--- src/rtl/keypad_pkg.sv ---
// Shared constants, key-code table and press-FSM state type for the 4x4 keypad scanner.
package keypad_pkg;

  localparam int unsigned ROWS = 4;
  localparam int unsigned COLS = 4;

  // Indexed by row*4 + col; entry 0 is row 0 / col 0.
  localparam logic [15:0][3:0] KEY_TABLE = {
    4'hD, 4'hE, 4'hF, 4'h0,
    4'hC, 4'h9, 4'h8, 4'h7,
    4'hB, 4'h6, 4'h5, 4'h4,
    4'hA, 4'h3, 4'h2, 4'h1
  };

  typedef enum logic [1:0] {
    StReleased,
    StDebPress,
    StPressed,
    StDebRelease
  } press_state_e;

  function automatic logic [3:0] key_code_of(logic [3:0] idx);
    return KEY_TABLE[idx];
  endfunction

endpackage

--- src/rtl/keypad_scanner_if.sv ---
// Key stream from the scanner to its consumer: code/valid/ready handshake plus status flags.
interface keypad_scanner_if;
  logic [3:0] key_code;
  logic       key_valid;
  logic       key_ready;
  logic       key_held;
  logic       overrun;

  modport master (
    output key_code,
    output key_valid,
    output key_held,
    output overrun,
    input  key_ready
  );

  modport slave (
    input  key_code,
    input  key_valid,
    input  key_held,
    input  overrun,
    output key_ready
  );
endinterface

--- src/rtl/row_synchronizer.sv ---
// Two-flop synchronizer for the asynchronous, active-low keypad row lines; resets to idle (1111).
module row_synchronizer (
  input  logic       clk_i,
  input  logic       rst_ni,
  input  logic [3:0] row_n_i,
  output logic [3:0] row_n_o
);

  logic [3:0] meta_q;
  logic [3:0] sync_q;

  always_ff @(posedge clk_i or negedge rst_ni) begin
    if (!rst_ni) begin
      meta_q <= 4'b1111;
      sync_q <= 4'b1111;
    end else begin
      meta_q <= row_n_i;
      sync_q <= meta_q;
    end
  end

  assign row_n_o = sync_q;

endmodule

--- src/rtl/keypad_scanner.sv ---
// 4x4 keypad scanner: column strobing, per-scan debounce FSM and a one-entry key buffer.
// Optional auto-repeat while a key is held is enabled by defining KEYPAD_REPEAT_EN.
module keypad_scanner
  import keypad_pkg::*;
#(
  parameter int unsigned SCAN_DIV       = 100_000,
  parameter int unsigned DEBOUNCE_SCANS = 4,
  parameter int unsigned REPEAT_DELAY   = 125,
  parameter int unsigned REPEAT_PERIOD  = 25
) (
  input  logic              clk,
  input  logic              reset_n,
  output logic [3:0]        col_n,
  input  logic [3:0]        row_n,
  keypad_scanner_if.master  key_if
);

  localparam int unsigned      DivW     = $clog2(SCAN_DIV);
  localparam logic [DivW-1:0]  DivLast  = DivW'(SCAN_DIV - 1);
  localparam logic [15:0]      DebScans = 16'(DEBOUNCE_SCANS);

  logic [3:0]      row_sync;
  logic [DivW-1:0] div_q, div_d;
  logic [1:0]      col_q, col_d;
  logic [15:0]     snap_q, snap_d;
  press_state_e    state_q, state_d;
  logic [15:0]     cnt_q, cnt_d, cnt_inc;
  logic [3:0]      key_q, key_d;
  logic [3:0]      code_q, code_d;
  logic            valid_q, valid_d;
  logic            held_q, held_d;
  logic            overrun_q, overrun_d;

  logic            sample, scan_end;
  logic            cand_valid, same_key, emit, xfer;
  logic [3:0]      cand_idx, bit_idx;

`ifdef KEYPAD_REPEAT_EN
  localparam logic [15:0] RepDelay  = 16'(REPEAT_DELAY);
  localparam logic [15:0] RepPeriod = 16'(REPEAT_PERIOD);
  logic [15:0] rep_cnt_q, rep_cnt_d, rep_inc;
  logic        rep_again_q, rep_again_d;
`else
  logic unused_repeat_cfg;
  assign unused_repeat_cfg = ^{REPEAT_DELAY, REPEAT_PERIOD};
`endif

  row_synchronizer u_row_sync (
    .clk_i   (clk),
    .rst_ni  (reset_n),
    .row_n_i (row_n),
    .row_n_o (row_sync)
  );

  // Column dwell counter and snapshot capture; evaluation shares the last sample cycle.
  always_comb begin
    sample   = (div_q == DivLast);
    scan_end = sample && (col_q == 2'd3);
    div_d    = sample ? '0 : div_q + 1'b1;
    col_d    = sample ? col_q + 2'd1 : col_q;
    snap_d   = snap_q;
    bit_idx  = '0;
    if (sample) begin
      for (int r = 0; r < ROWS; r++) begin
        bit_idx         = {2'(r), col_q};
        snap_d[bit_idx] = ~row_sync[2'(r)];
      end
    end
    cand_valid = ($countones(snap_d) == 1);
    cand_idx   = '0;
    for (int i = 0; i < 16; i++) begin
      if (snap_d[4'(i)]) cand_idx = 4'(i);
    end
  end

  always_comb begin
    state_d  = state_q;
    cnt_d    = cnt_q;
    key_d    = key_q;
    emit     = 1'b0;
    same_key = cand_valid && (cand_idx == key_q);
    cnt_inc  = cnt_q + 16'd1;
`ifdef KEYPAD_REPEAT_EN
    rep_cnt_d   = rep_cnt_q;
    rep_again_d = rep_again_q;
    rep_inc     = rep_cnt_q + 16'd1;
`endif
    if (scan_end) begin
      unique case (state_q)
        StReleased: begin
          if (cand_valid) begin
            key_d = cand_idx;
            cnt_d = 16'd1;
            if (DebScans <= 16'd1) begin
              state_d = StPressed;
              emit    = 1'b1;
            end else begin
              state_d = StDebPress;
            end
          end
        end
        StDebPress: begin
          if (same_key) begin
            cnt_d = cnt_inc;
            if (cnt_inc >= DebScans) begin
              state_d = StPressed;
              emit    = 1'b1;
            end
          end else begin
            state_d = StReleased;
          end
        end
        StPressed: begin
          if (same_key) begin
`ifdef KEYPAD_REPEAT_EN
            if (rep_inc >= (rep_again_q ? RepPeriod : RepDelay)) begin
              emit        = 1'b1;
              rep_cnt_d   = '0;
              rep_again_d = 1'b1;
            end else begin
              rep_cnt_d = rep_inc;
            end
`endif
          end else begin
            cnt_d   = 16'd1;
            state_d = (DebScans <= 16'd1) ? StReleased : StDebRelease;
          end
        end
        StDebRelease: begin
          if (same_key) begin
            state_d = StPressed;
          end else begin
            cnt_d = cnt_inc;
            if (cnt_inc >= DebScans) state_d = StReleased;
          end
        end
        default: state_d = StReleased;
      endcase
`ifdef KEYPAD_REPEAT_EN
      // Any scan that is not a continued hold restarts the repeat schedule.
      if (!(state_q == StPressed && state_d == StPressed)) begin
        rep_cnt_d   = '0;
        rep_again_d = 1'b0;
      end
`endif
    end
  end

  // One-entry buffer: a new key may replace the old one only in a transfer cycle.
  always_comb begin
    xfer      = valid_q && key_if.key_ready;
    code_d    = code_q;
    valid_d   = valid_q;
    overrun_d = 1'b0;
    if (emit) begin
      if (!valid_q || xfer) begin
        code_d  = key_code_of(key_d);
        valid_d = 1'b1;
      end else begin
        overrun_d = 1'b1;
      end
    end else if (xfer) begin
      valid_d = 1'b0;
    end
    held_d = (state_d == StPressed) || (state_d == StDebRelease);
  end

  always_ff @(posedge clk or negedge reset_n) begin
    if (!reset_n) begin
      div_q       <= '0;
      col_q       <= '0;
      snap_q      <= '0;
      state_q     <= StReleased;
      cnt_q       <= '0;
      key_q       <= '0;
      code_q      <= '0;
      valid_q     <= 1'b0;
      held_q      <= 1'b0;
      overrun_q   <= 1'b0;
`ifdef KEYPAD_REPEAT_EN
      rep_cnt_q   <= '0;
      rep_again_q <= 1'b0;
`endif
    end else begin
      div_q       <= div_d;
      col_q       <= col_d;
      snap_q      <= snap_d;
      state_q     <= state_d;
      cnt_q       <= cnt_d;
      key_q       <= key_d;
      code_q      <= code_d;
      valid_q     <= valid_d;
      held_q      <= held_d;
      overrun_q   <= overrun_d;
`ifdef KEYPAD_REPEAT_EN
      rep_cnt_q   <= rep_cnt_d;
      rep_again_q <= rep_again_d;
`endif
    end
  end

  assign col_n            = ~(4'b0001 << col_q);
  assign key_if.key_code  = code_q;
  assign key_if.key_valid = valid_q;
  assign key_if.key_held  = held_q;
  assign key_if.overrun   = overrun_q;

endmodule

--- src/flat_wrapper.sv ---
// flat-port wrapper written by rule: the top's interface ports become plain ports
module keypad_scanner_flat import keypad_pkg::*;
#(
  parameter int unsigned SCAN_DIV       = 100_000,
  parameter int unsigned DEBOUNCE_SCANS = 4,
  parameter int unsigned REPEAT_DELAY   = 125,
  parameter int unsigned REPEAT_PERIOD  = 25
)
  (clk, reset_n, col_n, row_n, key_if_key_code, key_if_key_valid, key_if_key_held, key_if_overrun, key_if_key_ready);
  keypad_scanner_if key_if_i ();
  input  logic clk;
  input  logic reset_n;
  output logic [3:0] col_n;
  input  logic [3:0] row_n;
  output wire logic [$bits(key_if_i.key_code)-1:0] key_if_key_code;
  output wire logic [$bits(key_if_i.key_valid)-1:0] key_if_key_valid;
  output wire logic [$bits(key_if_i.key_held)-1:0] key_if_key_held;
  output wire logic [$bits(key_if_i.overrun)-1:0] key_if_overrun;
  input wire logic [$bits(key_if_i.key_ready)-1:0] key_if_key_ready;
  assign key_if_key_code = key_if_i.key_code;
  assign key_if_key_valid = key_if_i.key_valid;
  assign key_if_key_held = key_if_i.key_held;
  assign key_if_overrun = key_if_i.overrun;
  assign key_if_i.key_ready = key_if_key_ready;
  keypad_scanner #(.SCAN_DIV(SCAN_DIV), .DEBOUNCE_SCANS(DEBOUNCE_SCANS), .REPEAT_DELAY(REPEAT_DELAY), .REPEAT_PERIOD(REPEAT_PERIOD)) u_core (.clk(clk), .reset_n(reset_n), .col_n(col_n), .row_n(row_n), .key_if(key_if_i));
endmodule
--- config.mk ---
export PLATFORM = sky130hd
export DESIGN_NAME = keypad_scanner_flat
export DESIGN_NICKNAME = d
export VERILOG_FILES = /design/src/rtl/keypad_pkg.sv /design/src/rtl/keypad_scanner_if.sv /design/src/rtl/row_synchronizer.sv /design/src/rtl/keypad_scanner.sv /design/src/flat_wrapper.sv
export SDC_FILE = /design/constraint.sdc
export NUM_CORES = 1
export LEC_CHECK = 0
export ABC_CLOCK_PERIOD_IN_PS = 14900
export CAP_MARGIN = 20
export CELL_PAD_IN_SITES_DETAIL_PLACEMENT = 1
export CELL_PAD_IN_SITES_GLOBAL_PLACEMENT = 1
export CORE_UTILIZATION = 40
export DETAILED_ROUTE_END_ITERATION = 12
export PLACE_DENSITY_LB_ADDON = 0.25
export SKIP_LAST_GASP = 1
export SLEW_MARGIN = 20
export SYNTH_ARGS = -nofsm -noshare
export SYNTH_HDL_FRONTEND = slang
export SYNTH_SLANG_ARGS = --single-unit
--- constraint.sdc ---
create_clock -name clk -period 14.9 [get_ports clk]
set_clock_uncertainty 0.2 [all_clocks]
set_input_delay 2.98 -clock clk [delete_from_list [all_inputs] [get_ports clk]]
set_output_delay 2.98 -clock clk [all_outputs]
set_load 0.005 [all_outputs]
==> summary.txt, run 1 <==
Timing
  • Setup TNS Final: 0 ps
  • Final min period: 8370 ps
  • Max Fclk: 0.120 GHz
  • Period utilization: 56.1%
  • Worst-Margin Slew: 961 ps
  • Worst slew margin: 35.9%
  • Final setup fails: 0
  • RSZ-0062 raised after global routing: no
  • Hold Violations, Final: 0
  • Slew Viols, Final: 0

Critical path
  • CP required: 14980 ps
  • Worst Setup End Kind: flip-flop
  • Critical path, cell by cell: ha_1 -> and4_1 -> and4_1 -> nand2_1 -> o21ai_0 -> ha_1 -> inv_1 -> fa_1 -> fa_1 -> fa_1 -> inv_1 -> fa_1 -> ha_1 -> fa_1 -> nor4b_1 -> nand3b_1 -> a2111oi_2 -> nor2_1 -> a2111o_1 -> a211o_1 -> or3_1 -> nand3_1
  • CP Launch Type: flip-flop
  • CP most frequent cell: fa_1
  • CP max FO: 29
  • Critical path's slowest cell: and4_1
  • WS Path Type: reg2reg
  • Arr. time, crit path: 8450 ps
  • Largest stage delay, worst path: 720 ps
  • Flop2flop setup slack: 6530 ps

Outcome
  • Status: complete, no violations

Logic synthesis
  • Synth unique cells: 61
  • Ys Warns: 0
  • Synthesized area: 0.00424 mm²
  • Number of synthesized flops with an enable pin: 0
  • Adder-Cell Fraction of Synth Area: 12.9%
  • Area leader, netlist: dfrtp_1
  • Post-synthesis xor/xnor area fraction: 4.34%
  • Async SR Flop Fraction: 100%
  • Register bit total from synthesis: 68
  • Post-synthesis compound-gate area fraction: 11.4%
  • Simple-gate share of the synthesized area: 22.0%
  • Mapped Cells: 433
  • Post-Syn Area per Cell: 9.79 µm²
  • Mapped Nets: 477
  • Post-synth top cells: dfrtp_1 (64), nand2_1 (46), inv_1 (40), ha_1 (26)
  • Multiplexer share of the synthesized area: 3.81%
  • Main area contributors after synthesis: dfrtp_1 (38%), ha_1 (7.7%), fa_1 (5.2%)
  • Post-synth top area share: 37.8%
  • Count leader, synth: dfrtp_1
  • Main flop type after synthesis: dfrtp_1
  • Seq/Total Area, Yosys: 40.3%
  • Largest family of logic cells by synthesized area: simple AND/OR/NAND/NOR gates

Routing
  • Via/cell ratio: 5.47
  • Vias: 3189
  • Residual DRC count: 0
  • DRT antenna net count: 0
  • First drt pass iteration count: 4
  • Wirelength, routed: 9250 µm
  • Drt wl/cell: 15.9 µm
  • DRT iter0 DRCs: 134

Placed design
  • Placed cell area: 0.00448 mm²
  • Global placement routability congestion: 0.809
  • I/O Buffers: 15
  • Dpl hpwl: 6540 µm

Clocking
  • Largest buffer count on any clock path: 2
  • CTS tree: done
  • Sink Count: 68
  • Hold Buf Count CTS: 0
  • Worst-skew pair later-pin latency: 360 ps
  • Setup Fix Bufs, Post-CTS: 0
  • Root buffer cell: clkbuf_8
  • H-tree depth: 3
  • Clk pin slew, worst setup/hold paths: 80 ps
  • TritonCTS buffer count: 9
  • Post-cts sizing count: 0

Cells and area
  • Fill cells: 1184
  • Share of cells above drive strength 1: 8.28%
  • Area occupied by multi-input gates: 0.00231 mm²
  • Antenna fix cells: 0
  • Post-route cell area: 0.00466 mm²
  • Area delta synth->final: 10.1%
  • Nets: 487
  • Register Area: 0.00171 mm²

Power
  • Gate power share: 1.4%
  • Clk network pwr share: 43.9%
  • Pwr dens: 73.0 mW/mm²
  • Internal: 263 µW
  • P_leak: 2.13 nW
  • Max IR drop VDD: 0.0000426 V
  • Sequential power share: 54.7%
  • Switching share of power: 22.7%
  • Switching power: 77.4 µW

Floorplanning
  • Die Span Y: 105 µm
  • Initial Util: 41.2%
  • Core area: 0.0103 mm²
  • Total I/O pin count: 18
  • Die area: 0.0110 mm²
  • Die X: 105 µm
  • Row cnt: 37

Global route
  • Antenna violations before repair: 0
  • GRT Residual Overflow: 0
  • Largest net degree at the start of global routing: 69
  • GR Util All Layers: 19.0%
  • Vias in the first global route: 3375
  • First-pass GRT wire length: 16500 µm

Job
  • Max-cap violations: 0

Hold path
  • Hold WC Path Type: reg2reg
layout make-up:
class / count / area share (%)
tap: 136 / 3.65
clock inverter: 4 / 1.10
inverter: 40 / 3.22
clock buffer: 11 / 2.82
timing repair buffer: 15 / 3.17
multi-input combinational: 309 / 49.5
sequential: 68 / 36.6
worst max-delay path: cells and delay by family (launching register included):
kind                     cells  cell delay, ps
adder cells (fa/ha/maj)      8            3120
AND/OR/NAND/NOR              8            2720
AO/OA/AOI/OAI                4            1710
flip-flops                   1             390
buffers and inverters        2             110
per-layer routing:
metal / GRT usage, % / part of all wire, %
met1: 24.9 / 47
met2: 30.7 / 49
met3: 4.24 / 2.4
met4: 7.14 / 1.7
met5: 0 / 0
through the flow:
step | util [%] | setup slack (ps) | hold WS (ps) | power [mW] | cells
CTS | 45.4 | 6480 | 160 | 0.346 | 583
finish | 45.4 | 6530 | 159 | 0.340 | 583
floorplan | - | 7980 | 145 | 0.190 | 433
global route | 45.4 | 5920 | 167 | 0.354 | 583
global placement | 43.6 | 6740 | 146 | 0.195 | 568
detailed placement | 43.6 | 6530 | 149 | 0.195 | 568
power by group through the flow:
stage,sequential (mW),clock [mW],combinational (mW)
after floorplan,0.189,0,0.000256
after global placement,0.190,0,0.00518
after detailed placement,0.190,0,0.00528
after CTS,0.186,0.155,0.00530
after global routing,0.186,0.162,0.00590
final,0.186,0.149,0.00483
worst paths after layout:
path / startpoint / to / cells past startpoint
max: u_core.div_q[0]$_DFF_PN0_ / u_core.cnt_q[2]$_DFFE_PN0P_ / 22
min: u_core.u_row_sync.meta_q[0]$_DFF_PN1_ / u_core.u_row_sync.row_n_o[0]$_DFF_PN1_ / 0
max reg2reg: u_core.div_q[0]$_DFF_PN0_ / u_core.cnt_q[2]$_DFFE_PN0P_ / 22
min reg2reg: u_core.u_row_sync.meta_q[0]$_DFF_PN1_ / u_core.u_row_sync.row_n_o[0]$_DFF_PN1_ / 0
max in group asynchronous: reset_n / u_core.cnt_q[12]$_DFFE_PN0P_ / 1
min in group asynchronous: reset_n / u_core.div_q[11]$_DFF_PN0_ / 1
state kept, by name (all words and copies together), names as in the netlist:
signal	count
u_core.col_q	2
u_core.key_q	4
u_core.u_row_sync.row_n_o	2
u_core.key_if.overrun	1
u_core.key_if.key_code	4
u_core.u_row_sync.meta_q	2
u_core.div_q	17
u_core.state_q	2
u_core.key_if.key_held	1
u_core.snap_q	16
u_core.cnt_q	16
u_core.key_if.key_valid	1
cell families after synthesis:
logic type / after synthesis
buf+inv: 56
simple gates: 170
compound gates: 66
flops: 68
fa+ha+maj: 37
xor+xnor: 21
mux: 15
cells in the final DEF (no fill, tap or decap), types with 6 or more instances in the layout:
cell type        synthesis  final
a21oi_1                  9      9
and2_1                  11     11
clkbuf_8                 0      9
clkdlybuf4s50_1          0     14
dfrtp_1                 64     64
fa_1                    11     11
ha_1                    26     26
inv_1                   40     40
mux2_2                   9      9
mux2i_1                  6      6
nand2_1                 46     46
nand3_1                 25     25
nand4_1                  7      7
nor2_1                  25     25
nor3_1                   8      8
o211ai_1                12     12
o21ai_0                 11     11
or3_1                   11     11
xnor2_1                 11     11
xor2_1                  10     10
(Power assumes the default switching activity.)
==> run 2: changes to the inputs <==
Settings changed: ABC_CLOCK_PERIOD_IN_PS 14900 to 7800.
Clock period 14.9 ns to 7.8 ns, I/O delays scaled along.
==> run 2 against run 1 <==
Effect of this change:
- first-iteration DRC count shrank 19%
- final cell count increased by 1.0%
- sequential power grew 91%
- hold slack improved by 0.72 ps
- count of clock-buffer cells in the layout increased by 2
- critical path type unchanged
- maximum frequency up 14%
- largest cell class unchanged
- clock power increased by 68%
- wire length is 1.4% higher
- power increased by 81%
- highest routed layer unchanged
- combinational power is 93% higher
==> summary.txt, run 2 (synthesis gave the netlist of run 1 again) <==
Timing
  • Final setup fails: 0
  • RSZ-0062 raised after global routing: no
  • Hold Violations, Final: 0
  • Worst slew margin: 40.4%
  • Final hold slack: 159 ps
  • Setup TNS Final: 0 ps
  • Max Fclk: 0.137 GHz
  • Worst-Margin Slew: 893 ps
  • Period utilization: 93.9%
  • Slew Viols, Final: 0
  • Final WS setup: 474 ps
  • Final min period: 7330 ps

Routing
  • Via/cell ratio: 5.42
  • DRT antenna net count: 0
  • Residual DRC count: 0
  • Vias: 3193
  • First drt pass iteration count: 5
  • Drt wl/cell: 15.9 µm
  • DRT iter0 DRCs: 109
  • Wirelength, routed: 9380 µm

Cells and area
  • Max reg flops: 17
  • Fill cells: 1189
  • Non-filler cells, final: 589
  • Nets: 492
  • Biggest regs: u_core.div_q x17, u_core.cnt_q x16, u_core.snap_q x16
  • Most frequent cells in the layout: dfrtp_1 (64), nand2_1 (45), inv_1 (40)
  • Antenna fix cells: 0
  • Area delta synth->final: 11.0%
  • Biggest register: u_core.div_q
  • Most common cell after layout, fill and taps aside: dfrtp_1
  • Share of cells above drive strength 1: 10.4%

Clocking
  • Sink Count: 68
  • Worst-skew pair later-pin latency: 360 ps
  • Setup Fix Bufs, Post-CTS: 0
  • Root buffer cell: clkbuf_8
  • Clk pin slew, worst setup/hold paths: 80 ps
  • Post-cts sizing count: 0
  • H-tree depth: 3
  • Hold Buf Count CTS: 0
  • Largest buffer count on any clock path: 2
  • TritonCTS buffer count: 9
  • CTS tree: done

Critical path
  • CP max FO: 11
  • WS Path Type: reg2reg
  • Critical path, cell by cell: ha_1 -> and4_1 -> and4_1 -> nand2_2 -> and2_1 -> ha_1 -> inv_1 -> fa_1 -> fa_1 -> fa_1 -> inv_1 -> fa_1 -> ha_1 -> fa_1 -> nor4b_1 -> buf_4 -> nand3b_1 -> a2111oi_4 -> nor2_1 -> a2111o_1 -> or4b_4 -> mux2_2
  • Worst Setup End Kind: flip-flop
  • Largest stage delay, worst path: 550 ps
  • R2R depth: 22
  • CP most frequent cell: fa_1
  • Arr. time, crit path: 7370 ps
  • Crit. Startpoint: u_core.div_q[0]$_DFF_PN0_
  • Worst reg2reg startpoint: u_core.div_q[0]$_DFF_PN0_
  • CP required: 7850 ps
  • CP Launch Type: flip-flop
  • Critical path's slowest cell: fa_1
  • Flop2flop setup slack: 470 ps
  • R2r endpoint: u_core.key_if.key_code[0]$_DFFE_PN0P_
  • CP endpoint: u_core.key_if.key_code[0]$_DFFE_PN0P_

Global route
  • Antenna violations before repair: 0
  • First-pass GRT wire length: 16600 µm
  • Vias in the first global route: 3409
  • GRT Residual Overflow: 0
  • Largest net degree at the start of global routing: 69
  • GR Util All Layers: 19.1%

Floorplanning
  • Die Span Y: 105 µm
  • Total I/O pin count: 18
  • Initial Util: 41.2%
  • Row cnt: 37
  • Die area: 0.0110 mm²
  • Die X: 105 µm
  • Core area: 0.0103 mm²

Power
  • Max IR drop VDD: 0.0000823 V
  • Internal: 470 µW
  • Pwr dens: 131 mW/mm²
  • P_leak: 2.15 nW
  • Sequential power share: 57.8%
  • Clk network pwr share: 40.7%
  • Switching share of power: 23.5%
  • Gate power share: 1.5%
  • Switching power: 144 µW

Placed design
  • I/O Buffers: 15
  • Place WS: 171 ps
  • Placed Cells: 573
  • Global placement routability congestion: 0.835
  • Dpl hpwl: 6720 µm

Job
  • Max-cap violations: 0

Hold path
  • Hold WC Path Type: reg2reg

Outcome
  • Status: complete, no violations
## run 2: cell types whose count changed in the layout (fill, tap and decap cells not counted), moves of 2 or more
| cell | delta |
|---|---|
| buf_4 | +5 |
| clkbuf_1 | +2 |
| clkinv_2 | +2 |
| o21ai_0 | -2 |
| o21ai_1 | +2 |
## run 2: cell type report
type / instances / area (µm²) / share of cell area (%)
clock inverter: 3 / 15.0 / 0.319
sequential: 68 / 1710 / 36.3
tap: 136 / 170 / 3.62
multi-input combinational: 309 / 2340 / 49.7
clock buffer: 13 / 139 / 2.95
inverter: 40 / 150 / 3.19
timing repair buffer: 20 / 185 / 3.94
## run 2: stage by stage
stage	power [mW]	instance area, µm²	utilization (%)
2_1_floorplan	0.362	4240	-
3_3_place_gp	0.372	4520	44.0
3_5_place_dp	0.372	4520	44.0
4_1_cts	0.625	4670	45.5
5_1_grt	0.637	4700	45.8
6_report	0.615	4700	45.8
## run 2: routing by layer
metal	wire length (µm)	share of wire, %	global-route usage, %
met1	4560	49	25.1
met2	4460	48	30.6
met5	0	0	0
met3	165	1.8	3.31
met4	187	2.0	9.46
## run 2: worst max-delay path, delay by kind of cell, from the launching register on
kind / cells / cell delay [ps]
DFF: 1 / 390
adders and majority gates: 8 / 3110
buffers and inverters: 3 / 290
and+or+nand+nor: 8 / 2150
AOI/OAI and AO/OA: 2 / 760
muxes: 1 / 300
## run 2: power by group through the flow
stage,Clock [mW],Combinational (mW),Sequential [mW]
6_report,0.250,0.00931,0.355
5_1_grt,0.270,0.0111,0.355
3_5_place_dp,0,0.00999,0.362
2_1_floorplan,0,0.000488,0.362
3_3_place_gp,0,0.00995,0.362
4_1_cts,0.260,0.0100,0.355
## run 2: worst min-delay path by stage
stage,slack [ps],end,start,cells past startpoint
6_report,160,u_core.u_row_sync.row_n_o[0]$_DFF_PN1_,u_core.u_row_sync.meta_q[0]$_DFF_PN1_,0
5_1_grt,160,u_core.u_row_sync.row_n_o[1]$_DFF_PN1_,u_core.u_row_sync.meta_q[1]$_DFF_PN1_,0
4_1_cts,160,u_core.u_row_sync.row_n_o[1]$_DFF_PN1_,u_core.u_row_sync.meta_q[1]$_DFF_PN1_,0
3_5_place_dp,150,u_core.u_row_sync.row_n_o[1]$_DFF_PN1_,u_core.u_row_sync.meta_q[1]$_DFF_PN1_,0
3_3_place_gp,150,u_core.u_row_sync.row_n_o[0]$_DFF_PN1_,u_core.u_row_sync.meta_q[0]$_DFF_PN1_,0
2_1_floorplan,150,u_core.u_row_sync.row_n_o[0]$_DFF_PN1_,u_core.u_row_sync.meta_q[0]$_DFF_PN1_,0
==> run 3: changes to the inputs <==
Settings changed: CORE_MARGIN set to 2, GPL_TIMING_DRIVEN set to 0, REMOVE_ABC_BUFFERS set to 1.
==> run 3 against run 2 <==
Effect of this change:
- design area rose by 2.2%
- final cell count rose by 0.68%
- sequential share of layout area fell by 0.77 points
- largest power group unchanged
- maximum frequency fell by 0.56%
- core utilization rose by 0.78 points
- register-to-register slack got worse by 40 ps
- sequential power barely moved
- critical path type unchanged
- non-clock buffer count rose by 4
- power rose by 8.4%
- hold slack got worse by 2.3 ps
==> summary.txt, run 3 (synthesis gave the netlist of run 1 again) <==
Clocking
  • CTS tree: done
  • Root buffer cell: clkbuf_8
  • Sink Count: 68
  • H-tree depth: 3
  • Largest buffer count on any clock path: 2
  • Worst-skew pair later-pin latency: 350 ps
  • Clk pin slew, worst setup/hold paths: 70 ps
  • Hold Buf Count CTS: 0
  • TritonCTS buffer count: 9

Routing
  • DRT antenna net count: 0
  • Via/cell ratio: 5.35
  • DRT iter0 DRCs: 121
  • Wirelength, routed: 9320 µm
  • Drt wl/cell: 15.7 µm
  • Residual DRC count: 0
  • First drt pass iteration count: 4
  • Vias: 3170

Timing
  • Worst slew margin: 45.6%
  • Period utilization: 94.5%
  • Final min period: 7370 ps
  • Max Fclk: 0.136 GHz
  • Slew Viols, Final: 0
  • Worst-Margin Slew: 816 ps
  • Final hold slack: 157 ps
  • Final setup fails: 0
  • Hold Violations, Final: 0

Critical path
  • R2R depth: 23
  • Worst Setup End Kind: flip-flop
  • Arr. time, crit path: 7450 ps
  • Flop2flop setup slack: 430 ps
  • CP max FO: 29
  • R2r endpoint: u_core.cnt_q[2]$_DFFE_PN0P_
  • Worst reg2reg startpoint: u_core.div_q[0]$_DFF_PN0_
  • Crit. Startpoint: u_core.div_q[0]$_DFF_PN0_
  • CP endpoint: u_core.cnt_q[2]$_DFFE_PN0P_
  • CP required: 7880 ps
  • WS Path Type: reg2reg
  • CP Launch Type: flip-flop

Power
  • Pwr dens: 139 mW/mm²
  • P_leak: 2.20 nW
  • Overall power: 666 µW
  • Max IR drop VDD: 0.0000779 V

Cells and area
  • Non-filler cells, final: 593
  • Post-route cell area: 0.00481 mm²
  • Area delta synth->final: 13.4%
  • Most frequent cells in the layout: dfrtp_1 (64), nand2_1 (45), inv_1 (40)
  • Fill cells: 1156
  • Register Area: 0.00171 mm²
  • Most common cell after layout, fill and taps aside: dfrtp_1
  • Core Util, Final: 46.6%
  • Antenna fix cells: 0
  • Biggest regs: u_core.div_q x17, u_core.cnt_q x16, u_core.snap_q x16
  • Share of cells above drive strength 1: 12.0%
  • Max reg flops: 17
  • Nets: 496
  • Area occupied by multi-input gates: 0.00234 mm²
  • Biggest register: u_core.div_q

Job
  • Max-cap violations: 0

Placed design
  • Dpl hpwl: 6650 µm
  • Global placement routability congestion: 0.783
  • Placed cell area: 0.00451 mm²
  • I/O Buffers: 15
  • Placed Cells: 569

Floorplanning
  • Die X: 107 µm
  • Row cnt: 37
  • Total I/O pin count: 18
  • Die Span Y: 107 µm
  • Core area: 0.0103 mm²
  • Die area: 0.0114 mm²
  • Initial Util: 41.0%

Hold path
  • Hold WC Path Type: reg2reg

Global route
  • Antenna violations before repair: 0
  • Vias in the first global route: 3435
  • Largest net degree at the start of global routing: 51
  • First-pass GRT wire length: 16600 µm
  • GR Util All Layers: 18.3%
  • GRT Residual Overflow: 0

Outcome
  • Status: complete, no violations
==> run 3: per-layer routing <==
layer  part of all wire, %  track usage, %  vias to the layer above
met1                    48            24.0                     1589
li1                      -               -                     1550
met3                   2.7            4.07                       10
met4                   1.3            6.40                        0
met5                     0               0                        -
met2                    48            29.8                       21
==> run 3: final cells by class <==
cell class                      instances  area share (%)
Multi-Input combinational cell        309            48.7
Sequential cell                        68            35.5
Tap cell                              136            3.54
Inverter                               40            3.12
Clock buffer                           12            3.23
Timing Repair Buffer                   24            4.89
Clock inverter                          4           0.989
==> run 3: worst min path at each step <==
stage / start / endpoint / cells after the start
CTS: u_core.u_row_sync.meta_q[0]$_DFF_PN1_ / u_core.u_row_sync.row_n_o[0]$_DFF_PN1_ / 0
finish: u_core.u_row_sync.meta_q[0]$_DFF_PN1_ / u_core.u_row_sync.row_n_o[0]$_DFF_PN1_ / 0
detailed placement: u_core.u_row_sync.meta_q[0]$_DFF_PN1_ / u_core.u_row_sync.row_n_o[0]$_DFF_PN1_ / 0
floorplan: u_core.u_row_sync.meta_q[0]$_DFF_PN1_ / u_core.u_row_sync.row_n_o[0]$_DFF_PN1_ / 0
global placement: u_core.u_row_sync.meta_q[0]$_DFF_PN1_ / u_core.u_row_sync.row_n_o[0]$_DFF_PN1_ / 0
global route: u_core.u_row_sync.meta_q[0]$_DFF_PN1_ / u_core.u_row_sync.row_n_o[0]$_DFF_PN1_ / 0
==> run 3: what timing repair did <==
action,in CTS,in global routing
resized for setup,5,7
buffers inserted,0,8
pin swaps,0,1
setup endpoints to repair,20,20
==> run 3: metrics by stage <==
stage	setup slack, ps	TNS, ps
6_report	433	0
3_5_place_dp	-547	-7620
2_1_floorplan	653	0
4_1_cts	160	0
5_1_grt	-1.32	-1.32
3_3_place_gp	-378	-4600
==> run 3: critical path: stages, from the launching register on <==
cell	delay (ps)
dfrtp_1	390
ha_1	210
and4_1	280
and4_4	350
buf_4	180
nand3_1	110
nand2_1	170
ha_1	180
inv_1	50
fa_1	540
fa_1	440
fa_1	550
inv_1	50
fa_1	480
ha_1	240
fa_1	440
nor4b_2	380
nand3b_1	210
a2111oi_2	430
nor2_1	130
a2111o_1	320
a211o_4	480
or3_1	390
nand3_1	90
==> run 3: power by group <==
part	internal, mW	total, mW	switching [mW]
Sequential	0.354	0.355	0.00109
Clock	0.164	0.300	0.136
Combinational	0.00326	0.0111	0.00780
Total	0.522	0.666	0.145
